## src/rtl/mfcc_frame_buffer.sv

```systemverilog
// Ping-pong frame buffer between an upstream MFCC word source and a frame consumer.
// Two banks of INPUT_SIZE words are filled and drained alternately by independent write/read FSMs.
module mfcc_frame_buffer #(
    parameter int unsigned D_WL       = 24,
    parameter int unsigned INPUT_SIZE = 26,
    parameter int unsigned NUM_FRAMES = 148
) (
    input  logic            clk,
    input  logic            rst_n,
    input  logic            d_i_valid,
    input  logic [D_WL-1:0] d_i,
    output logic            w_x_en,
    output logic            frame_ready,
    input  logic            frame_start,
    output logic            x_o_valid,
    output logic [D_WL-1:0] x_o,
    output logic            x_o_last,
    output logic            all_done,
    output logic            overflow
);

    localparam int unsigned PTR_W = (INPUT_SIZE > 1) ? $clog2(INPUT_SIZE) : 1;
    localparam int unsigned CNT_W = $clog2(NUM_FRAMES + 1);
    localparam logic [PTR_W-1:0] LAST_PTR   = PTR_W'(INPUT_SIZE - 1);
    localparam logic [CNT_W-1:0] MAX_FRAMES = CNT_W'(NUM_FRAMES);

    typedef enum logic {W_IDLE, W_FILL}  wr_state_t;
    typedef enum logic {R_IDLE, R_DRAIN} rd_state_t;

    // Write side state
    wr_state_t        wr_state, wr_state_d;
    logic             wr_bank, wr_bank_d;
    logic [PTR_W-1:0] wr_ptr, wr_ptr_d;
    logic [CNT_W-1:0] frames_req, frames_req_d;
    logic             w_x_en_d;
    logic             overflow_d;
    logic             wr_en;
    logic             fill_done;

    // Read side state
    rd_state_t        rd_state, rd_state_d;
    logic             rd_bank, rd_bank_d;
    logic [PTR_W-1:0] rd_ptr, rd_ptr_d;
    logic [CNT_W-1:0] frames_out, frames_out_d;
    logic             x_o_valid_d;
    logic             x_o_last_d;
    logic [D_WL-1:0]  x_o_d;
    logic             drain_done;

    // Shared bank status and derived outputs
    logic [1:0]       bank_full, bank_full_d;
    logic             frame_ready_d;
    logic             all_done_d;

    logic [D_WL-1:0]  mem [2][INPUT_SIZE];

    // Frame storage; contents are only meaningful while the owning bank is FULL
    always_ff @(posedge clk) begin
        if (wr_en) begin
            mem[wr_bank][wr_ptr] <= d_i;
        end
    end

    // Write FSM: request a frame when the target bank is free, then fill it
    always_comb begin
        wr_state_d   = wr_state;
        wr_bank_d    = wr_bank;
        wr_ptr_d     = wr_ptr;
        frames_req_d = frames_req;
        w_x_en_d     = 1'b0;
        overflow_d   = overflow;
        wr_en        = 1'b0;
        fill_done    = 1'b0;
        case (wr_state)
            W_IDLE: begin
                if (d_i_valid) begin
                    overflow_d = 1'b1;
                end
                if (!bank_full[wr_bank] && (frames_req < MAX_FRAMES)) begin
                    w_x_en_d     = 1'b1;
                    frames_req_d = frames_req + CNT_W'(1);
                    wr_state_d   = W_FILL;
                end
            end
            W_FILL: begin
                if (d_i_valid) begin
                    wr_en = 1'b1;
                    if (wr_ptr == LAST_PTR) begin
                        fill_done  = 1'b1;
                        wr_ptr_d   = '0;
                        wr_bank_d  = ~wr_bank;
                        wr_state_d = W_IDLE;
                    end else begin
                        wr_ptr_d = wr_ptr + PTR_W'(1);
                    end
                end
            end
            default: wr_state_d = W_IDLE;
        endcase
    end

    // Read FSM: rd_ptr is zero in R_IDLE, so the first word is addressed the same way as the rest
    always_comb begin
        rd_state_d   = rd_state;
        rd_bank_d    = rd_bank;
        rd_ptr_d     = rd_ptr;
        frames_out_d = frames_out;
        x_o_valid_d  = 1'b0;
        x_o_last_d   = 1'b0;
        x_o_d        = x_o;
        drain_done   = 1'b0;
        case (rd_state)
            R_IDLE: begin
                if (frame_start && frame_ready) begin
                    x_o_valid_d = 1'b1;
                    x_o_d       = mem[rd_bank][rd_ptr];
                    rd_ptr_d    = rd_ptr + PTR_W'(1);
                    rd_state_d  = R_DRAIN;
                end
            end
            R_DRAIN: begin
                x_o_valid_d = 1'b1;
                x_o_d       = mem[rd_bank][rd_ptr];
                if (rd_ptr == LAST_PTR) begin
                    x_o_last_d = 1'b1;
                    drain_done = 1'b1;
                    rd_ptr_d   = '0;
                    rd_bank_d  = ~rd_bank;
                    rd_state_d = R_IDLE;
                    if (frames_out != MAX_FRAMES) begin
                        frames_out_d = frames_out + CNT_W'(1);
                    end
                end else begin
                    rd_ptr_d = rd_ptr + PTR_W'(1);
                end
            end
            default: rd_state_d = R_IDLE;
        endcase
    end

    // Fill and drain always target different banks, so both updates may land together
    always_comb begin
        bank_full_d = bank_full;
        if (fill_done) begin
            bank_full_d[wr_bank] = 1'b1;
        end
        if (drain_done) begin
            bank_full_d[rd_bank] = 1'b0;
        end
    end

    assign frame_ready_d = (rd_state_d == R_IDLE) && bank_full_d[rd_bank_d];
    assign all_done_d    = all_done | (frames_out == MAX_FRAMES);

    // State and output registers
    always_ff @(posedge clk or negedge rst_n) begin
        if (!rst_n) begin
            wr_state    <= W_IDLE;
            wr_bank     <= 1'b0;
            wr_ptr      <= '0;
            frames_req  <= '0;
            rd_state    <= R_IDLE;
            rd_bank     <= 1'b0;
            rd_ptr      <= '0;
            frames_out  <= '0;
            bank_full   <= '0;
            w_x_en      <= 1'b0;
            frame_ready <= 1'b0;
            x_o_valid   <= 1'b0;
            x_o         <= '0;
            x_o_last    <= 1'b0;
            all_done    <= 1'b0;
            overflow    <= 1'b0;
        end else begin
            wr_state    <= wr_state_d;
            wr_bank     <= wr_bank_d;
            wr_ptr      <= wr_ptr_d;
            frames_req  <= frames_req_d;
            rd_state    <= rd_state_d;
            rd_bank     <= rd_bank_d;
            rd_ptr      <= rd_ptr_d;
            frames_out  <= frames_out_d;
            bank_full   <= bank_full_d;
            w_x_en      <= w_x_en_d;
            frame_ready <= frame_ready_d;
            x_o_valid   <= x_o_valid_d;
            x_o         <= x_o_d;
            x_o_last    <= x_o_last_d;
            all_done    <= all_done_d;
            overflow    <= overflow_d;
        end
    end

endmodule

```

## config.mk

```make
export PLATFORM = sky130hd
export DESIGN_NAME = mfcc_frame_buffer
export DESIGN_NICKNAME = d
export VERILOG_FILES = /design/src/rtl/mfcc_frame_buffer.sv
export SDC_FILE = /design/constraint.sdc
export NUM_CORES = 1
export LEC_CHECK = 0
export BUFFER_PORTS_ARGS = -buffer_cell sky130_fd_sc_hd__buf_2
export CAP_MARGIN = 20
export CORE_ASPECT_RATIO = 1.1
export CORE_MARGIN = 5
export CORE_UTILIZATION = 56
export CTS_BUF_LIST = sky130_fd_sc_hd__clkbuf_16
export DETAILED_ROUTE_END_ITERATION = 6
export PLACE_DENSITY = 0.75
export SYNTH_ARGS = -nofsm -noshare
export SYNTH_HDL_FRONTEND = slang
export SYNTH_SLANG_ARGS = --single-unit
```

## constraint.sdc

```tcl
create_clock -name clk -period 3.17 [get_ports clk]
set_clock_uncertainty 0.2 [all_clocks]
set_input_delay 0.4755 -clock clk [delete_from_list [all_inputs] [get_ports clk]]
set_output_delay 0.4755 -clock clk [all_outputs]
set_load 0.01 [all_outputs]
```

== After elaboration in Yosys (flattened, before gate mapping) ==
Memories as Yosys holds them, arrays and structs flattened.
Cells that the tools add are included.

* $add $sub $neg: 4
* $lt $le $gt $ge: 9
* Equal/unequal tests: 5
* Mux-type cells: 41
* Bitwise operators: 11
* Reduce and logical (&&, ||, !) cells: 12

{| class="wikitable"
|+ Operator list
! operator !! number
|-
| 624-bit two-way mux || 1
|-
| 24-bit binary-select mux with 5-bit select || 1
|-
| 24-bit demux with 5-bit select || 1
|-
| 24-bit two-way mux || 4
|-
| 24-bit case mux with 2 select lines || 1
|-
| 1-bit two-way mux || 22
|-
| 8-bit by 1-bit adder with 8-bit output, second input constant || 2
|-
| 5-bit two-way mux || 3
|-
| 6-bit >= comparator, second input constant || 2
|-
| 5-bit inverter with 6-bit output || 2
|-
| 5-bit by 1-bit adder with 5-bit output, second input constant || 2
|-
| 5-bit equality test, second input constant || 2
|-
| 5-bit case mux with 2 select lines || 1
|-
| 8-bit equality test, second input constant || 1
|-
| 8-bit less-than comparator, second input constant || 1
|-
| 8-bit inequality test, second input constant || 1
|-
| 1-bit logical AND || 6
|-
| 1-bit by 2-bit less-than comparator with 1-bit output, second input constant || 3
|-
| 6-bit by 1-bit less-than comparator with 1-bit output, second input constant || 1
|-
| 1-bit case mux with 2 select lines || 3
|-
| 2-bit AND reduction || 3
|-
| 3-bit AND reduction || 2
|-
| 1-bit inverter || 5
|-
| 2-bit two-way mux || 2
|-
| other kinds (8) || 10
|}

* Bits in registers: 62
* Bits in writable memories: 1248
* Input port bits: 28
* Word-level logic and storage cells: 99
* Memories kept: 1

{| class="wikitable"
|+ Memory list
! memory !! depth !! width !! read ports !! clocked after memory_dff !! write ports !! RTL line !! text
|-
| mem || 2 || 624 || 1 || 0 || 1 || 55 || <nowiki>logic [D_WL-1:0] mem [2][INPUT_SIZE];</nowiki>
|}

== Depth between registers and ports, before layout ==
Gate-level depths: netlist of run 1.

* Depth after elaboration: 11
* Gate-level depth with buffers: 9
* Mapped depth without buffers: 7

== Worst setup path before layout of run 1 ==
OpenSTA, ideal clock, no wires.

* Path kind: reg-to-reg
* Start point: reg wr_ptr[1]
* End point: mem mem[0][0] in the netlist's numbering, enable pin
* Library setup time: 438 ps
* Arrival: 2790 ps
* Data required time: 2532 ps
* Setup slack: -257 ps
* Stages on the path, launching flop included: 6
* Cell sequence: dfrtp_1 -> inv_1 -> ha_1 -> inv_1 -> or2_2 -> nor3_1

* Longest elaborated chain between the ends: 6
* Elaborated cells between the ends (all ways): 7
* Classes of those cells: order compare (2); mux (3); bitwise (1); reduce/logical (1)

{| class="wikitable"
|+ RTL lines
! element !! RTL line !! text
|-
| from (decl) || 33 || <nowiki>logic [PTR_W-1:0] wr_ptr, wr_ptr_d;</nowiki>
|-
| from (signal assigned) || 177 || <nowiki>wr_ptr <= wr_ptr_d;</nowiki>
|-
| 5-bit inverter with 6-bit output (implied by the code) * || 60 || <nowiki>mem[wr_bank][wr_ptr] <= d_i;</nowiki>
|-
| 6-bit >= comparator (implied by the code) or 6-bit by 1-bit less-than comparator with 1-bit output (tied branches) || 60 ||
|-
| 1-bit logical AND (implied by the code) || 60 ||
|-
| 24-bit two-way mux (implied by the code) || 60 ||
|-
| 24-bit demux with 5-bit select * || 60 ||
|-
| 624-bit two-way mux (implied by the code) * || 60 ||
|-
| to (decl) || 55 ||
|}

Every way passes the cells marked *; elsewhere a longest branch is shown, timed or not.

== Worst setup path after layout of run 1 ==
* Start point: reg rd_ptr[0]
* End point: reg x_o[23]

* Longest elaborated chain between the ends: 6

{| class="wikitable"
|+ RTL lines
! element !! RTL line !! text
|-
| from (decl) || 43 || <nowiki>logic [PTR_W-1:0] rd_ptr, rd_ptr_d;</nowiki>
|-
| from (signal assigned) || 181 || <nowiki>rd_ptr <= rd_ptr_d;</nowiki>
|-
| 5-bit inverter with 6-bit output (implied by the code) * || 116, 123 ||
|-
| 24-bit binary-select mux with 5-bit select * || 116, 123 ||
|-
| 24-bit two-way mux (implied by the code) * (2 in a row) || 116, 123 ||
|-
| 24-bit two-way mux || 114 || <nowiki>if (frame_start && frame_ready) begin</nowiki>
|-
| 24-bit case mux with 2 select lines * || 112 || <nowiki>case (rd_state)</nowiki>
|-
| to (signal assigned) || 187 || <nowiki>x_o <= x_o_d;</nowiki>
|-
| to (decl) || 16 || <nowiki>output logic [D_WL-1:0] x_o,</nowiki>
|}

Every way passes the cells marked *; elsewhere a longest branch is shown, timed or not. The select of a mux whose other input is x is not followed.
A chain may end at the register's enable or synchronous reset.

==> results of run 1 <==
## worst paths after layout
path | from | end | slack [ns] | cells after the start
max in group asynchronous | rst_n | rd_bank | 2.24 | 3
min reg2reg | overflow | overflow | 0.26 | 1
max | rd_ptr[0] | x_o[23] | -0.07 | 7
min in group asynchronous | rst_n | frames_out[6] | 0.13 | 3
max reg2reg | rd_ptr[0] | x_o[23] | -0.07 | 7
min | d_i[7] | mem[0][127] | 0.02 | 1
## cells in the final DEF, fill, tap and decap left out, types with 26 or more instances in the layout
cell type,Yosys,layout
edfxtp_1,1248,1248
mux2i_1,266,266
mux4_2,216,216
buf_4,29,131
clkbuf_16,0,118
o22ai_1,73,73
a21oi_1,74,72
nor2_1,113,60
dfrtp_1,62,59
buf_2,46,57
nor2_2,1,54
buf_12,0,38
clkinv_2,0,33
nor3_1,27,26
## synth_stat cells, types with 2 or more instances
cell type,instances
nand3_1,11
mux2_2,2
nor2_1,113
a211oi_1,25
nand2_1,24
a22o_1,24
inv_1,10
nor4_1,23
a21oi_1,74
a221oi_1,23
ha_1,9
nand4_1,9
or3b_2,2
xnor2_1,11
and3_1,3
edfxtp_1,1248
buf_2,46
buf_4,29
o21ai_0,8
o22a_1,2
mux2i_1,266
mux4_2,216
dfrtp_1,62
o22ai_1,73
a41o_1,2
nor2b_1,2
nand3b_1,4
buf_6,4
xor2_1,8
or2_2,3
o221ai_1,23
nor3_1,27
clkbuf_1,55
## per-layer routing
layer | routed length (µm) | track usage | vias up
li1 | - | - | 10600
met1 | 44900 | 0.364 | 13400
met2 | 61000 | 0.409 | 1701
met3 | 13800 | 0.0503 | 254
met4 | 5490 | 0.103 | 4
met5 | 34 | 0 | -
## power breakdown
part	total, W	internal, W	leakage (nW)	switching [W]
Combinational	0.0149	0.00620	4.86	0.00869
Clock	0.0140	0.00791	1.93	0.00609
Sequential	0.0205	0.0198	12.0	0.000714
Total	0.0494	0.0339	18.8	0.0155
## kinds of logic after synthesis
family          count (synthesis)
compound gates                263
xor+xnor                       19
fa+ha+maj                       9
buf+inv                       146
flops                        1310
mux                           484
simple gates                  227
## layout make-up
class	count	area (µm²)
Sequential cell	1310	39000
Fill cell	5648	32100
Multi-Input combinational cell	1002	10800
Clock buffer	118	2950
Timing Repair Buffer	231	2080
Tap cell	1170	1460
Clock inverter	102	873
Inverter	11	41.3
Antenna cell	3	7.51
## metrics by stage
stage                     area [µm²]  TNS (ns)  instances  power, W
final                          57300   -0.0705       3947    0.0494
after global routing           57300         0       3944    0.0511
after CTS                      57200         0       3939    0.0495
after detailed placement       53300    -0.122       3716    0.0355
after global placement         53300    -0.101       3716    0.0353
after floorplan                50400         0       2458    0.0296
## flip-flops by register name (all words and copies together), names as in the netlist
signal       count
frames_out       8
x_o_valid        1
rd_ptr           5
bank_full        2
wr_ptr           5
x_o_last         1
frame_ready      1
wr_bank          1
rd_state         1
x_o             24
overflow         1
all_done         1
frames_req       8
w_x_en           1
mem           1248
wr_state         1
rd_bank          1
## worst max-delay path, delay by kind of cell, from the launching register on
family	cells	cell delay [ns]
AO/OA/AOI/OAI	2	0.27
buffers and inverters	3	0.91
flip-flops	1	0.45
multiplexers	1	0.28
AND/OR/NAND/NOR	1	0.85
## what timing repair did
item	CTS	global route
endpoints found under the setup margin	2	4
hold endpoints to repair	75	15
hold buffers	3	2
gates resized for setup	2	4
buffers inserted	0	0
==> impl_metrics.tcl, run 1 <==
set metrics [dict create \
    status "finished with violations" \
    violations "DRC, setup timing" \
    yosys.area.top_type_share 0.743 \
    end_kind "flop" \
    powerDensity_nw_per_um2 863 \
    crit_path_start_kind "flop" \
    clkSinkCount 1310 \
    clock-root-buffer "clkbuf_16" \
    clockBufferDepth 3 \
    dp_hpwl_um 73600 \
    worstMarginPinSlew_ns 1.18 \
    clk-insertion-delay-late_ns 0.70 \
    yosysWarnings 0 \
    crit_fanout 70 \
    fin_ws_ns -0.0705 \
    overflow 0 \
    drtIter0Drc 3502 \
    period_needed_ns 3.24 \
    routedWlPerCell_um 31.7 \
    critPathKind "flop to flop" \
    routed_wirelength_um 125000 \
    row_count 115 \
    synth_area_um2 50400 \
    detail_route.vias_per_cell 6.58 \
    ys_ff_latch 1310 \
    crit_required_ns 3.50 \
    grt_setup_unrepaired "false" \
    grt_pass1_wl_um 181000 \
    final_util 0.641 \
    hold_class "primary input to flop" \
    synthArstFlopShare 0.0473 \
    seq_area_frac_synth 0.774 \
    cpMaxStageDelayCell "nor4_1" \
    synth_top_family_by_area "multiplexers" \
    ant_nets 0 \
    area_growth_pct 13.6 \
    path_cells "buf_12 -> buf_12 -> buf_12 -> mux2i_1 -> o221ai_1 -> nor4_1 -> a21oi_1" \
    start_util 0.564 \
    core_um2 89400 \
    fin_crit_sh 1.02 \
    synth_compound_area_frac 0.0352 \
    slew_viol_final 0 \
    die_h_um 325 \
    finalHoldViolations 0 \
    port_buffers 57 \
    synth_cells 2458 \
    cts_tree "done" \
    max-slew-margin-rel 0.214 \
    finalSetupViolCount 1 \
    numCtsBuffers 116 \
    synth_area_leaders "edfxtp_1 (74%), mux4_2 (9.6%), mux2i_1 (5.3%)" \
    gp_congestion 0.866 \
    slowest_delay_ns 0.85 \
    yosysUniqueCellTypes 50 \
    synth_mux_area_frac 0.150 \
    num_io_pins 58 \
    antenna_found_initial 4 \
    hold_ws_ns 0.0174 \
    synthesis.nets 2495 \
    cts.reportedPaths.clkPinSlew_ns 0.06 \
    grt_max_degree 97 \
    drc 4 \
    grtUsageTotal 0.259 \
    synth_flop_cell "edfxtp_1" \
    fin_nets 2709 \
    dieArea_um2 96200 \
    path_common_cell "buf_12" \
    pre_cts_ws_ns -0.122 \
    h-tree-depth 3 \
    synth_top_area_cell "edfxtp_1" \
    synth-simple-area-share 0.0207 \
    crit_arrival_ns 3.57 \
    yosys.area_share.adder 0.00223 \
    postSynthAreaPerCell_um2 20.5 \
    drive_gt1_frac 0.253 \
    p_leak_nw 18.8 \
    synth-edff-count 1248 \
    ir_worst_vdd_uv 569 \
    die_w_um 296 \
    fmax_mhz 309 \
    drv_cap 0 \
    drtPass1Iterations 7 \
    synth-xor-area-share 0.00330 \
    vias 26000 \
    first_global_vias 26000 \
]
No activity file was read; power rests on OpenSTA's default activity.
==> run 2: changes to the inputs <==
Settings changed: BUFFER_PORTS_ARGS -buffer_cell sky130_fd_sc_hd__buf_2 to -buffer_cell sky130_fd_sc_hd__buf_4.
==> run 2 against run 1 <==
  * Global-route usage increased by 0.30 points
  * Highest routed layer unchanged
  * The flow now finishes without violations
  * Sequential power barely moved
  * Clock power about the same
  * Largest cell class unchanged
==> impl_metrics.tcl, run 2 (same netlist as run 1, synthesis figures left out) <==
set metrics [dict create \
    status "finished clean" \
    slowest_delay_ns 0.55 \
    crit_fanout 27 \
    r2r-start "rd_ptr[0]" \
    reg2reg_depth 8 \
    grtUsageTotal 0.262 \
    path_common_cell "buf_12" \
    most-common-layout-cells "edfxtp_1 (1,248), mux2i_1 (266), buf_4 (220), mux4_2 (216), clkbuf_16 (119)" \
    clk-insertion-delay-late_ns 0.69 \
    cpMaxStageDelayCell "nor4_4" \
    first_global_vias 26300 \
    path_cells "buf_12 -> buf_12 -> buf_4 -> mux4_2 -> mux2i_1 -> o22ai_1 -> nor4_4 -> a21oi_1" \
    die_h_um 325 \
    multi_input_area_um2 10900 \
    drtIter0Drc 3627 \
    cp_top_family "multiplexers" \
    worstMarginPinSlew_ns 1.07 \
    grt_pass1_wl_um 183000 \
    routed_wirelength_um 126000 \
    critPathKind "flop to flop" \
    numCtsBuffers 114 \
    drtPass1Iterations 5 \
    core_um2 89400 \
    start_util 0.564 \
    powerDensity_nw_per_um2 873 \
    cp_num_cells 8 \
    dp_hpwl_um 72400 \
    end_kind "flop" \
    mostFrequentLayoutCell "edfxtp_1" \
    finalSetupViolCount 0 \
    fin_nets 2732 \
    num_io_pins 58 \
    nFillCells 5594 \
    clockBufferDepth 3 \
    cp-endpoint "x_o[8]" \
    ff2ff_setup_slack_ns 0.04 \
    fin_crit_sh 0.988 \
    drc 0 \
    clkSinkCount 1310 \
    max-slew-margin-rel 0.289 \
    overflow 0 \
    finalHoldViolations 0 \
    fmax_mhz 319 \
    final_util 0.644 \
    period_needed_ns 3.13 \
    clock-root-buffer "clkbuf_16" \
    top_register "mem" \
    cts_tree "done" \
    slew_viol_final 0 \
    area_growth_pct 14.1 \
    drv_cap 0 \
    grt_max_degree 63 \
    die_w_um 296 \
    dieArea_um2 96200 \
    rr_endpoint "x_o[8]" \
    final-seq-area_um2 39000 \
    gp_congestion 0.911 \
    hold_class "primary input to flop" \
    vias 26300 \
    ir_worst_vdd_uv 459 \
    drive_gt1_frac 0.257 \
    p_leak_nw 19.0 \
    crit_path_start_kind "flop" \
    crit_arrival_ns 3.48 \
    antenna_found_initial 4 \
    routedWlPerCell_um 31.8 \
    grt_setup_unrepaired "false" \
    fin_tns_setup_ns 0 \
    worstSetupStartpoint "rd_ptr[0]" \
    reg_top3 "mem: 1248 flops, x_o: 24 flops" \
    detail_route.vias_per_cell 6.62 \
    path_buf_inv 3 \
    crit_required_ns 3.52 \
    row_count 115 \
    cts.reportedPaths.clkPinSlew_ns 0.06 \
    largest_register_ffs 1248 \
    h-tree-depth 3 \
    port_buffers 57 \
    ant_nets 0 \
]
## run 2: changes by cell type in the layout (fill, tap and decap cells not counted), moves of 2 or more
| cell | change |
|---|---|
| inv_1 | +8 |
| diode_2 | -2 |
| buf_2 | -56 |
| buf_4 | +89 |
| nor4_1 | -4 |
| nor4_2 | +3 |
| clkinv_2 | -7 |
| inv_6 | -3 |
| clkinvlp_4 | -5 |
| dlygate4sd3_1 | -3 |
| buf_12 | -5 |
## run 2: routing by layer
layer	up-vias	routed length (µm)	GRT usage
li1	10700	-	-
met1	13700	45800	0.368
met2	1654	61500	0.417
met3	252	13700	0.0534
met4	2	5200	0.0954
met5	-	12	0
## run 2: where the power goes
| part | switching (W) | leakage [nW] | total [W] | internal (W) |
|---|---|---|---|---|
| Clock | 0.00604 | 1.94 | 0.0139 | 0.00791 |
| Combinational | 0.00894 | 5.03 | 0.0157 | 0.00675 |
| Sequential | 0.000774 | 12.0 | 0.0206 | 0.0198 |
| Total | 0.0157 | 19.0 | 0.0502 | 0.0345 |
## run 2: worst register-to-register path: cells and delay by family, from the launching register on
family	cells	cell delay [ns]
simple gates	1	0.55
compound gates	2	0.29
buf+inv	3	0.70
flops	1	0.45
mux	2	0.80
## run 2: what timing repair did
item / CTS / global route
buffers inserted: 0 / 1
hold buffers: 2 / 0
endpoints found under the setup margin: 8 / 2
gates cloned: 0 / 0
resized for setup: 9 / 1
endpoints found under the hold margin: 63 / 0
## run 2: layout make-up
class,instances,area share
sequential,1310,0.679
timing repair buffer,256,0.0406
tap,1170,0.0254
inverter,11,0.000718
multi-input combinational,1002,0.189
clock buffer,119,0.0518
antenna,1,0.0000435
clock inverter,95,0.0139
## run 2: worst min-delay path by stage
stage / startpoint / endpoint / slack [ns] / cells past startpoint
finish: d_i[6] / mem[1][78] / 0.11 / 1
global route: d_i[6] / mem[1][126] / 0.11 / 1
CTS: d_i[9] / mem[1][561] / 0.11 / 1
detailed placement: frames_req[7] / frames_req[7] / 0.26 / 1
global placement: frames_req[7] / frames_req[7] / 0.24 / 1
floorplan: rst_n / all_done / -0.02 / 0
## run 2: per-stage QoR
step,hold slack (ns),cell area (µm²),std cells,power [W],setup slack (ns)
after floorplan,-0.0201,50400,2458,0.0296,0.306
after global placement,0.244,53600,3745,0.0359,-0.369
after detailed placement,0.263,53600,3746,0.0362,-0.377
after CTS,0.105,57500,3962,0.0502,0.0198
after global routing,0.113,57500,3963,0.0518,0.0156
final,0.111,57500,3964,0.0502,0.0385
